File: src/rtl/nn_pkg.sv
// Shared neural-network definitions: Q-format constants and the dot-product sequencer states.
package nn_pkg;

  localparam int Q_DATA_W = 16;
  localparam int Q_FRAC_W = 8;
  localparam logic signed [Q_DATA_W-1:0] Q_ONE = 16'sh0100;
  localparam logic signed [Q_DATA_W-1:0] Q_MAX = 16'sh7FFF;
  localparam logic signed [Q_DATA_W-1:0] Q_MIN = 16'sh8000;

  localparam logic [2:0] ST_IDLE   = 3'd0;
  localparam logic [2:0] ST_RD_ACT = 3'd1;
  localparam logic [2:0] ST_RD_WGT = 3'd2;
  localparam logic [2:0] ST_MAC    = 3'd3;
  localparam logic [2:0] ST_FINISH = 3'd4;

  typedef enum logic [2:0] {
    S_IDLE   = ST_IDLE,
    S_RD_ACT = ST_RD_ACT,
    S_RD_WGT = ST_RD_WGT,
    S_MAC    = ST_MAC,
    S_FINISH = ST_FINISH
  } seq_state_t;

endpackage

File: src/rtl/fixed_mac.sv
// Signed fixed-point multiply-accumulate with clear. Scaling and saturation are taken from the
// accumulator's next value so the owner can register the result in the same cycle as the last MAC.
module fixed_mac import nn_pkg::*; #(
  parameter int DATA_W = Q_DATA_W,
  parameter int FRAC_W = Q_FRAC_W,
  parameter int ACC_W  = 40
) (
  input  logic              clk,
  input  logic              rst,
  input  logic              acc_clr,
  input  logic              acc_en,
  input  logic [DATA_W-1:0] a,
  input  logic [DATA_W-1:0] b,
  output logic [DATA_W-1:0] sat_result,
  output logic              sat_flag
);

  logic signed [2*DATA_W-1:0] prod;
  logic signed [ACC_W-1:0]    acc_r;
  logic signed [ACC_W-1:0]    acc_next;
  logic signed [ACC_W-1:0]    scaled;
  logic [ACC_W-DATA_W:0]      top_bits;

  // Full-precision product and next accumulator value
  always_comb begin
    prod = (2*DATA_W)'($signed(a)) * (2*DATA_W)'($signed(b));
    if (acc_clr) begin
      acc_next = {ACC_W{1'b0}};
    end else if (acc_en) begin
      acc_next = acc_r + ACC_W'(prod);
    end else begin
      acc_next = acc_r;
    end
  end

  // Floor-scale back to Q format; the value fits only if all bits above the sign bit agree
  always_comb begin
    scaled   = acc_next >>> FRAC_W;
    top_bits = scaled[ACC_W-1:DATA_W-1];
    sat_flag = !((&top_bits) || !(|top_bits));
    if (!sat_flag) begin
      sat_result = scaled[DATA_W-1:0];
    end else if (scaled[ACC_W-1]) begin
      sat_result = {1'b1, {(DATA_W-1){1'b0}}};
    end else begin
      sat_result = {1'b0, {(DATA_W-1){1'b1}}};
    end
  end

  // Accumulator register
  always_ff @(posedge clk or posedge rst) begin
    if (rst) begin
      acc_r <= {ACC_W{1'b0}};
    end else begin
      acc_r <= acc_next;
    end
  end

endmodule

File: src/rtl/neuron_dot_sequencer.sv
// Single-neuron dot-product sequencer: drives BRAM reads and the fixed_mac datapath.
// Optional build macro NEURON_RELU_EN clamps negative results to zero.
module neuron_dot_sequencer import nn_pkg::*; #(
  parameter int ADDR_W = 5,
  parameter int DATA_W = Q_DATA_W,
  parameter int FRAC_W = Q_FRAC_W,
  parameter int ACC_W  = 40,
  parameter int CNT_W  = 4
) (
  input  logic              clk_i,
  input  logic              reset_i,
  input  logic              start_i,
  input  logic [ADDR_W-1:0] act_base_i,
  input  logic [ADDR_W-1:0] wgt_base_i,
  input  logic [CNT_W-1:0]  count_i,
  output logic              mem_ena_o,
  output logic [ADDR_W-1:0] mem_addr_o,
  input  logic [DATA_W-1:0] mem_rd_data_i,
  output logic              busy_o,
  output logic              done_o,
  output logic [DATA_W-1:0] result_o,
  output logic              overflow_o
);

  seq_state_t        state_r, state_next;
  logic [CNT_W-1:0]  idx_r, idx_next;
  logic [CNT_W-1:0]  count_r, count_next;
  logic [ADDR_W-1:0] act_base_r, act_base_next;
  logic [ADDR_W-1:0] wgt_base_r, wgt_base_next;
  logic [DATA_W-1:0] act_r;
  logic              acc_clr, acc_en;
  logic              ena_next;
  logic [ADDR_W-1:0] addr_next;
  logic [DATA_W-1:0] sat_result, final_result;
  logic              sat_flag;

  fixed_mac #(
    .DATA_W (DATA_W),
    .FRAC_W (FRAC_W),
    .ACC_W  (ACC_W)
  ) u_mac (
    .clk        (clk_i),
    .rst        (reset_i),
    .acc_clr    (acc_clr),
    .acc_en     (acc_en),
    .a          (act_r),
    .b          (mem_rd_data_i),
    .sat_result (sat_result),
    .sat_flag   (sat_flag)
  );

  // Next-state, index and operand-latch logic
  always_comb begin
    state_next    = state_r;
    idx_next      = idx_r;
    count_next    = count_r;
    act_base_next = act_base_r;
    wgt_base_next = wgt_base_r;
    acc_clr       = 1'b0;
    acc_en        = 1'b0;
    case (state_r)
      S_IDLE: begin
        if (start_i) begin
          act_base_next = act_base_i;
          wgt_base_next = wgt_base_i;
          count_next    = count_i;
          idx_next      = {CNT_W{1'b0}};
          acc_clr       = 1'b1;
          state_next    = (count_i == {CNT_W{1'b0}}) ? S_FINISH : S_RD_ACT;
        end else begin
          state_next = S_IDLE;
        end
      end
      S_RD_ACT: state_next = S_RD_WGT;
      S_RD_WGT: state_next = S_MAC;
      S_MAC: begin
        acc_en = 1'b1;
        if (idx_r == (count_r - CNT_W'(1))) begin
          state_next = S_FINISH;
        end else begin
          idx_next   = idx_r + CNT_W'(1);
          state_next = S_RD_ACT;
        end
      end
      S_FINISH: state_next = S_IDLE;
      default:  state_next = S_IDLE;
    endcase
  end

  // Read strobe and address for the coming cycle, so the BRAM port comes straight from flops
  always_comb begin
    case (state_next)
      S_RD_ACT: begin
        ena_next  = 1'b1;
        addr_next = act_base_next + ADDR_W'(idx_next);
      end
      S_RD_WGT: begin
        ena_next  = 1'b1;
        addr_next = wgt_base_next + ADDR_W'(idx_next);
      end
      default: begin
        ena_next  = 1'b0;
        addr_next = {ADDR_W{1'b0}};
      end
    endcase
  end

`ifdef NEURON_RELU_EN
  // ReLU after saturation; the overflow flag still reports the pre-clamp saturation
  always_comb begin
    if (sat_result[DATA_W-1]) begin
      final_result = {DATA_W{1'b0}};
    end else begin
      final_result = sat_result;
    end
  end
`else
  // Linear build passes the saturated value through
  always_comb begin
    final_result = sat_result;
  end
`endif

  // Sequencer state and registered outputs
  always_ff @(posedge clk_i or posedge reset_i) begin
    if (reset_i) begin
      state_r    <= S_IDLE;
      idx_r      <= {CNT_W{1'b0}};
      count_r    <= {CNT_W{1'b0}};
      act_base_r <= {ADDR_W{1'b0}};
      wgt_base_r <= {ADDR_W{1'b0}};
      act_r      <= {DATA_W{1'b0}};
      mem_ena_o  <= 1'b0;
      mem_addr_o <= {ADDR_W{1'b0}};
      busy_o     <= 1'b0;
      done_o     <= 1'b0;
      result_o   <= {DATA_W{1'b0}};
      overflow_o <= 1'b0;
    end else begin
      state_r    <= state_next;
      idx_r      <= idx_next;
      count_r    <= count_next;
      act_base_r <= act_base_next;
      wgt_base_r <= wgt_base_next;
      if (state_r == S_RD_WGT) begin
        act_r <= mem_rd_data_i;
      end
      mem_ena_o  <= ena_next;
      mem_addr_o <= addr_next;
      busy_o     <= (state_next != S_IDLE);
      done_o     <= (state_next == S_FINISH);
      if (state_next == S_FINISH) begin
        result_o   <= final_result;
        overflow_o <= sat_flag;
      end
    end
  end

endmodule

File: config.mk
export PLATFORM = sky130hd
export DESIGN_NAME = neuron_dot_sequencer
export DESIGN_NICKNAME = d
export VERILOG_FILES = /design/src/rtl/nn_pkg.sv /design/src/rtl/fixed_mac.sv /design/src/rtl/neuron_dot_sequencer.sv
export SDC_FILE = /design/constraint.sdc
export NUM_CORES = 1
export LEC_CHECK = 0
export BUFFER_PORTS_ARGS = -buffer_cell sky130_fd_sc_hd__buf_2
export CORE_MARGIN = 4
export CORE_UTILIZATION = 45
export CTS_CLUSTER_SIZE = 10
export DETAILED_ROUTE_END_ITERATION = 6
export GPL_TIMING_DRIVEN = 0
export PLACE_DENSITY = 0.67
export SLEW_MARGIN = 10
export SYNTH_ARGS = -nofsm -noshare
export SYNTH_HDL_FRONTEND = slang
export SYNTH_SLANG_ARGS = --single-unit
File: constraint.sdc
create_clock -name clk_i -period 19.4 [get_ports clk_i]
set_clock_uncertainty 0.05 [all_clocks]
set_input_delay 0 -clock clk_i [delete_from_list [all_inputs] [get_ports clk_i]]
set_output_delay 0 -clock clk_i [all_outputs]
set_load 0.02 [all_outputs]
Yosys cells after proc, flatten, opt, wreduce, memory -nomap -nowiden
Cells that the tools add are included.

cells by class
  add/sub/neg operators = 5
  multiply operators = 1
  equal/unequal tests = 7
  multiplexer cells = 20
  reductions and logical operators = 11

operators with widths
  operator               number
  $mux W40               2
  $add A40 B32 Y40       1
  $mul A16 B16 Y32       1
  $mux W16               2
  $mux W5                4
  $reduce_and A17 Y1     1
  $reduce_or A17 Y1      1
  $pmux W3 S4            1
  $add A5 B4 Y5          2
  $pmux W5 S2            1
  $eq A3 B2 Y1 const B   3
  $mux W3                3
  $mux W4                2
  $pmux W4 S2            1
  $eq A3 B1 Y1 const B   2
  $add A4 B1 Y4 const B  1
  $eq A4 B4 Y1           1
  $logic_not A4 Y1       1
  $mux W1                4
  $sub A4 B1 Y4 const B  1
  $eq A3 B3 Y1 const B   1
  $logic_not A3 Y1       1
  $reduce_bool A3 Y1     1
  $logic_not A1 Y1       2
  4 further kinds        4

word-level totals
  bits in registers = 102
  input port bits = 33
  output and inout port bits = 25
  word-level logic and storage cells = 58

Depth between registers and ports, before layout
Gate-level depths: netlist of the first run.

  depth in word-level cells = 8
  depth in mapped cells = 28

By module
A second synthesis of the first run with hierarchy kept.

unflattened totals
  cell total of the unflattened synthesis = 1825
  area total of the unflattened synthesis = 17479.3 um^2

modules (own cells, without submodules)
  module                times used  cells an instance  area an instance (um^2)  seq. area each (um^2)
  fixed_mac             1           1615               14805.4                  1001.0
  neuron_dot_sequencer  1           210                2673.8                   1551.5

Worst setup path after synthesis of the first run
No wires, ideal clock.

  path type = reg-to-reg
  start point = register act_r[15]
  end point = register result_o[1]
  setup time = 126 ps
  arrival time = 7260 ps
  data required time = 19224 ps
  path slack = 11964 ps
  cell stages (with the launch flop) = 27
  buffers on the path = 3
  period minus slack after synthesis = 7436 ps
  path through = dfrtp_1 -> clkbuf_1 -> clkbuf_1 -> nand2_1 -> inv_1 -> fa_1 -> fa_1 -> fa_1 -> inv_1 -> fa_1 -> inv_1 -> fa_1 -> inv_1 -> fa_1 -> inv_1 -> ha_1 -> clkbuf_1 -> a21oi_1 -> o211ai_1 -> a32o_1 -> a211o_1 -> nor2_1 -> o211ai_1 -> a2111oi_0 -> nand4b_1 -> o31a_1 -> a221o_1

between the ends
  cells in the longest elaborated chain, start to end = 8
  elaborated cells on any way between the ends = 10

ends and longest elaborated chain
  element                   line                         RTL
  start: declaration        neuron_dot_sequencer.sv:30   logic [DATA_W-1:0] act_r;
  start signal: assignment  neuron_dot_sequencer.sv:132  act_r <= {DATA_W{1'b0}};
  start signal: assignment  neuron_dot_sequencer.sv:146  act_r <= mem_rd_data_i;
  $mul A16 B16 Y32 *        fixed_mac.sv:26              prod = (2*DATA_W)'($signed(a)) * (2*DATA_W)'($signed(b));
  $add A40 B32 Y40 *        fixed_mac.sv:30              acc_next = acc_r + ACC_W'(prod);
  $mux W40 *                fixed_mac.sv:29              end else if (acc_en) begin
  $mux W40 *                fixed_mac.sv:27              if (acc_clr) begin
  $reduce_or A17 Y1         fixed_mac.sv:40              sat_flag = !((&top_bits) || !(|top_bits));
  $logic_not A1 Y1          fixed_mac.sv:40
  $logic_or A1 B1 Y1        fixed_mac.sv:40
  $mux W16 *                fixed_mac.sv:41              if (!sat_flag) begin
  end signal: assignment    neuron_dot_sequencer.sv:137  result_o <= {DATA_W{1'b0}};
  end signal: assignment    neuron_dot_sequencer.sv:153  result_o <= final_result;
  end: declaration          neuron_dot_sequencer.sv:21   output logic [DATA_W-1:0] result_o,

Every way passes the cells marked *; elsewhere a longest branch is shown, timed or not. The select of a mux whose other input is x is not followed.
A chain may end at the register's enable or synchronous reset.

Worst setup path in the final report of the first run
  start point = register act_r[15]
  end point = register result_o[5]

The elaborated chain is that of the path after synthesis.

==> impl_metrics.yaml, run 1 <==
clock_network:
  cts.htree.levels: 3
  post_cts_buffers: 0
  root_buffer: "clkbuf_16"
  cts_tree: "done"
  clkTransAtPathRegs_ns: 0.08
  post_cts_resized: 0
  cts_buffer_depth: 2
  insertion_delay_ns: 0.37
  cts_sinks: 102
  cts_buffers: 9
route:
  drc: 0
  final_antenna_net_count: 0
  wl_per_cell_um: 19.1
  drtIter0Drc: 877
  vias: 13200
  wl_um: 47400
  drt-vias-per-instance: 5.30
  drtPass1Iterations: 5
logic_synthesis:
  synth_top_area_share: 0.383
  synth_xor_area_frac: 0.0203
  synth-edff-count: 0
  ys_warn_count: 0
  syn_nets: 2369
  synthTopCellsByArea: "fa_1 (38%), dfrtp_1 (15%), ha_1 (8.8%)"
  syn_inst: 1884
  yosys.area.top_type: "fa_1"
  synth_fa_ha_area_frac: 0.471
  yosysUniqueCellTypes: 73
  netlist_area_um2: 17300
  synthMuxAreaShare: 0.00666
  synthSimpleGateAreaFrac: 0.155
  synth_top_family_by_area: "adder cells"
  ys_top_cells_by_count: "inv_1 (399), fa_1 (331), nand2_1 (292)"
  synth_seq_area_share: 0.148
  synthMostInstantiatedCell: "inv_1"
  syn_avg_cell_area_um2: 9.17
  synth-compound-area-share: 0.0927
  synth-async-reset-ratio: 1.00
  synth_flop_cell: "dfrtp_1"
  postSynthRegisterBits: 102
global_route:
  antenna_found_initial: 0
  grt_pass1_wl_um: 78600
  grt_overflow: 0
  gr-usage-all-layers: 0.242
  grt_max_degree: 76
  grt_pass1_vias: 14000
die:
  die_x_um: 204
  ios: 58
  rows: 71
  dieArea_um2: 41600
  core-area_um2: 37800
  fp.dieH_um: 204
  start_util: 0.458
placement:
  portBuffers: 54
  gp_congestion: 0.950
  place_hpwl_um: 39500
  placed_area_um2: 18200
sta:
  worst_pin_slew_ns: 0.868
  hold_violations: 0
  final-max-slew-violation-count: 0
  rsz0062_at_grt: "false"
  fmax_ghz: 0.110
  fin_crit_ns: 9.08
  relSlewSlack: 0.420
  setup_viol: 0
  fin_crit_sh: 0.468
  finalSetupTns_ns: 0
cells_and_area:
  drive_gt1_frac: 0.0583
  area.growth.synth_to_final_pct: 8.38
  fin_nets: 2452
  design_area_um2: 18700
  seqCellArea_um2: 2550
  final_util: 0.496
  antenna-diode-count: 0
  multi_input_area_um2: 12900
  fillers: 3566
outcome:
  status: "completed"
critical_path:
  worstPathRequired_ns: 19.60
  arrival_ns: 9.28
  cp-start-kind: "flop"
  cp_max_fo: 10
  end_kind: "flop"
  cpLargestDelayFamily: "adder cells"
  critPathSlowestCell: "fa_1"
  max_stage_delay_ns: 0.90
  crit_type: "reg2reg"
  crit_buf_inv: 9
flow_run:
  max_cap_viol_count: 0
min_path:
  holdCritPathClass: "in2reg"
[metal layers]
| layer | GRT usage | vias to the layer above | routed length, µm |
|---|---|---|---|
| met2 | 0.381 | 497 | 21700 |
| met5 | 0 | - | 0 |
| li1 | - | 5985 | - |
| met4 | 0.0701 | 0 | 1610 |
| met3 | 0.0457 | 92 | 3580 |
| met1 | 0.344 | 6586 | 20500 |
[layout make-up]
cell class,count,area share
repair buffers,72,0.0250
multi-input cells,1298,0.688
plain buffers,84,0.0184
clock buffers,10,0.0122
well taps,511,0.0341
inverters,400,0.0804
clock inverters,6,0.00561
flip-flops and latches,102,0.136
[cell families (layout without fill, tap and decap cells)]
| kind of cell | count (synthesis) | count (layout) |
|---|---|---|
| AOI/OAI and AO/OA | 234 | 234 |
| xor gates and xnor gates | 40 | 40 |
| adders and majority gates | 452 | 452 |
| buffers and inverters | 484 | 572 |
| DFF | 102 | 102 |
| muxes | 11 | 11 |
| and+or+nand+nor | 561 | 561 |
[worst paths after layout]
path / depth (start not counted) / slack, ns / endpoint / startpoint
min: 3 / 0.05 / act_r[9]$_DFFE_PP0N_ / mem_rd_data_i[9]
max: 27 / 10.32 / result_o[5]$_DFFE_PP0P_ / act_r[15]$_DFFE_PP0N_
max in group asynchronous: 4 / 18.50 / act_r[15]$_DFFE_PP0N_ / reset_i
min in group asynchronous: 3 / 0.10 / result_o[4]$_DFFE_PP0P_ / reset_i
min reg2reg: 2 / 0.43 / act_base_r[3]$_DFF_PP0_ / act_base_r[3]$_DFF_PP0_
max reg2reg: 27 / 10.32 / result_o[5]$_DFFE_PP0P_ / act_r[15]$_DFFE_PP0N_
[cell usage in the layout, fill, tap and decap left out, drive strengths merged, types with 4 or more instances in the layout]
cell	instances
dfrtp	102
a31oi	5
o21ai	73
clkbuf	78
a21o	21
and2	122
mux2	4
dlygate4sd3	17
ha	121
nand3b	4
or3	7
nand3	14
a22o	7
buf	71
nand4	17
and3	7
a221oi	5
a211oi	7
mux2i	7
a21oi	54
nor2	49
nand2	292
o211ai	13
inv	401
xor2	19
fa	331
nor3	28
a41oi	14
xnor2	21
o21bai	4
[per-stage QoR]
| stage | worst slack [ns] | cells | hold WS, ns |
|---|---|---|---|
| finish | 10.32 | 2483 | 0.0457 |
| global route | 9.87 | 2483 | 0.0773 |
| CTS | 10.27 | 2483 | 0.0328 |
| detailed placement | 10.28 | 2450 | -0.0526 |
| global placement | 10.48 | 2449 | 0.164 |
| floorplan | 11.96 | 1884 | 0.0554 |
[worst register-to-register path, stage by stage (launching register included)]
cell and delay, ns:
dfrtp_1 0.33, clkbuf_1 0.32, clkbuf_1 0.45, nand2_1 0.23, inv_1 0.14, fa_2 0.51, fa_1 0.90, fa_1 0.56
inv_1 0.32, fa_1 0.56, inv_1 0.06, fa_1 0.54, inv_1 0.05, fa_1 0.49, inv_1 0.05, ha_1 0.25
buf_2 0.20, nand4_1 0.24, nor3_1 0.59, a32o_1 0.26, a211o_1 0.15, or3_1 0.14, o211ai_1 0.09, a2111oi_0 0.39
nand4b_1 0.40, clkbuf_1 0.35, nor3_1 0.27, o21ai_1 0.09
[sequential cells by signal (all words and copies together) (netlist names)]
| signal | cells |
|---|---|
| u_mac.acc_r | 40 |
| act_r | 16 |
| result_o | 16 |
| act_base_r | 5 |
| mem_addr_o | 5 |
| wgt_base_r | 5 |
| count_r | 4 |
| idx_r | 4 |
| state_r | 3 |
| busy_o | 1 |
| done_o | 1 |
| mem_ena_o | 1 |
| overflow_o | 1 |
[timing repair]
item / 4_1_cts / 5_1_grt
hold buffers: 17 / 0
hold endpoints to repair: 119 / 0
setup endpoints to repair: 0 / 0
Power of run 1 is not shown: default switching activity piles up to over one toggle a cycle in this logic, so the estimate is an artifact.
==> run 2: changes to the inputs <==
--- a/config.mk
+++ b/config.mk
@@ -11,7 +11,7 @@
 export CTS_CLUSTER_SIZE = 10
 export DETAILED_ROUTE_END_ITERATION = 6
 export GPL_TIMING_DRIVEN = 0
-export PLACE_DENSITY = 0.67
+export PLACE_DENSITY = 0.69
 export SLEW_MARGIN = 10
 export SYNTH_ARGS = -nofsm -noshare
 export SYNTH_HDL_FRONTEND = slang
==> constraint.sdc (replaced) <==
create_clock -name clk_i -period 7.8 [get_ports clk_i]
set_clock_uncertainty 0.05 [all_clocks]
set_input_delay 0 -clock clk_i [delete_from_list [all_inputs] [get_ports clk_i]]
set_output_delay 0 -clock clk_i [all_outputs]
set_load 0.02 [all_outputs]
==> run 2 against run 1 <==
Core utilization is 1.0 points higher. Via count is 0.90% higher. Final cell count is 0.81% higher. Critical path depth is 2 lower. First-iteration DRC count is 17% higher. Setup slack worse by 10 ns. Cell area is 2.1% higher. Critical endpoint is now result_o[1]$_DFFE_PP0P_. Largest cell class unchanged.
==> impl_metrics.yaml, run 2 (same netlist as run 1, synthesis figures left out) <==
critical_path:
  crit_type: "reg2reg"
  cp_max_fo: 10
  critical_path.most_common_cell: "fa_1"
  cpLargestDelayFamily: "adder cells"
  arrival_ns: 7.74
  worstPathRequired_ns: 8.00
  crit_buf_inv: 7
  critPathSlowestCell: "fa_1"
  cp-start-kind: "flop"
  end_kind: "flop"
  max_stage_delay_ns: 0.56
route:
  wl_per_cell_um: 18.9
  drt-vias-per-instance: 5.31
  final_antenna_net_count: 0
  vias: 13300
  wl_um: 47200
  drc: 0
  drtPass1Iterations: 5
  drtIter0Drc: 1030
sta:
  relSlewSlack: 0.417
  fmax_ghz: 0.133
  fin_crit_ns: 7.55
  setup_viol: 0
  finalSetupTns_ns: 0
  hold_violations: 0
  worst_pin_slew_ns: 0.874
  fin_crit_sh: 0.968
  final-max-slew-violation-count: 0
placement:
  gp_congestion: 0.963
  portBuffers: 54
  placed_area_um2: 18200
  place_hpwl_um: 39100
clock_network:
  cts_sinks: 102
  root_buffer: "clkbuf_16"
  cts_buffers: 9
  cts_tree: "done"
  insertion_delay_ns: 0.37
  clkTransAtPathRegs_ns: 0.08
  cts.htree.levels: 3
  cts_buffer_depth: 2
cells_and_area:
  area.growth.synth_to_final_pct: 10.6
  fillers: 3532
  design_area_um2: 19100
  antenna-diode-count: 0
  drive_gt1_frac: 0.103
  mostFrequentLayoutCells: "inv_1 (396), fa_1 (327), nand2_1 (291)"
  largest_reg_flops: 40
  max_flop_register: "u_mac.acc_r"
  fin_nets: 2472
  final_common_cell: "inv_1"
  reg.largest.list: "u_mac.acc_r: 40 flops, act_r: 16 flops, result_o: 16 flops"
global_route:
  antenna_found_initial: 0
  gr-usage-all-layers: 0.238
  grt_pass1_vias: 14200
  grt_max_degree: 64
  grt_overflow: 0
  grt_pass1_wl_um: 78300
outcome:
  status: "completed"
die:
  dieArea_um2: 41600
  rows: 71
  fp.dieH_um: 204
  ios: 58
  core-area_um2: 37800
  start_util: 0.458
  die_x_um: 204
flow_run:
  max_cap_viol_count: 0
min_path:
  holdCritPathClass: "in2reg"
run 2: cell count changes in the layout (fill, tap and decap cells not counted), moves of 3 or more:
cell | before | now
buf_4 | 2 | 38
clkbuf_1 | 69 | 37
dfrtp_1 | 102 | 89
dfrtp_2 | 0 | 12
clkbuf_2 | 0 | 8
nor3_1 | 28 | 22
a21oi_1 | 46 | 42
nor3_2 | 0 | 4
clkbuf_4 | 0 | 3
fa_1 | 330 | 327
fa_2 | 1 | 4
o21ai_0 | 57 | 54
run 2: through the flow:
| stage | worst slack [ns] | util | cells | hold slack (ns) |
|---|---|---|---|---|
| 5_1_grt | -0.00673 | 0.506 | 2503 | 0.105 |
| 3_3_place_gp | -1.23 | 0.482 | 2449 | 0.162 |
| 6_report | 0.253 | 0.506 | 2503 | 0.0620 |
| 3_5_place_dp | -1.31 | 0.483 | 2450 | 0.00501 |
| 4_1_cts | 0.00139 | 0.498 | 2486 | 0.0520 |
| 2_1_floorplan | 0.364 | - | 1884 | 0.0554 |
run 2: area by class of cell:
type                            instances  area, µm²  area share
Multi-Input combinational cell       1298      13000       0.682
Sequential cell                       102       2570       0.134
Inverter                              400       1510      0.0790
Timing Repair Buffer                  106        736      0.0385
Tap cell                              511        639      0.0334
Buffer                                 70        340      0.0178
Clock buffer                            9        225      0.0118
Clock inverter                          7       55.1     0.00288
run 2: path summary, 6_finish.rpt:
| path | startpoint | end | slack (ns) | cells after the start |
|---|---|---|---|---|
| setup / recovery | act_r[12]$_DFFE_PP0N_ | result_o[1]$_DFFE_PP0P_ | 0.25 | 25 |
| setup reg to reg | act_r[12]$_DFFE_PP0N_ | result_o[1]$_DFFE_PP0P_ | 0.25 | 25 |
| hold reg to reg | act_base_r[2]$_DFF_PP0_ | act_base_r[2]$_DFF_PP0_ | 0.42 | 2 |
| min in group asynchronous | reset_i | result_o[5]$_DFFE_PP0P_ | 0.15 | 3 |
| hold / removal | mem_rd_data_i[9] | act_r[9]$_DFFE_PP0N_ | 0.06 | 3 |
| max in group asynchronous | reset_i | idx_r[3]$_DFF_PP0_ | 6.89 | 4 |
run 2: timing repair:
| action | 4_1_cts | 5_1_grt |
|---|---|---|
| gates resized for setup | 39 | 61 |
| hold endpoints to repair | 56 | 0 |
| endpoints found under the setup margin | 21 | 18 |
| buffers inserted | 6 | 28 |
| pin swaps | 3 | 14 |
| hold buffers | 17 | 0 |
run 2: layer usage:
layer  vias to the layer above  routed length [µm]  global-route usage  share of wire
met5                         -                   0                   0              0
met4                         0                 971              0.0531          0.021
met1                      6749               20100               0.324           0.43
met3                        65                3570              0.0606          0.076
met2                       446               22500               0.389           0.48
li1                       6019                   -                   -              -
run 2: worst register-to-register path, stage by stage (launching register included):
cell	delay (ns)
dfrtp_2	0.45
buf_4	0.23
nand2_1	0.10
fa_1	0.56
inv_1	0.06
fa_1	0.53
inv_1	0.06
fa_1	0.52
inv_1	0.06
fa_1	0.47
fa_1	0.56
inv_1	0.07
fa_1	0.48
inv_1	0.04
ha_1	0.25
buf_2	0.19
a21oi_4	0.21
nand2_1	0.11
a221oi_4	0.36
a21oi_2	0.16
o311a_1	0.41
or3_4	0.35
a32oi_4	0.36
nand4b_4	0.20
o31a_1	0.32
a221o_1	0.27
Power of run 2 is left out for the same reason.
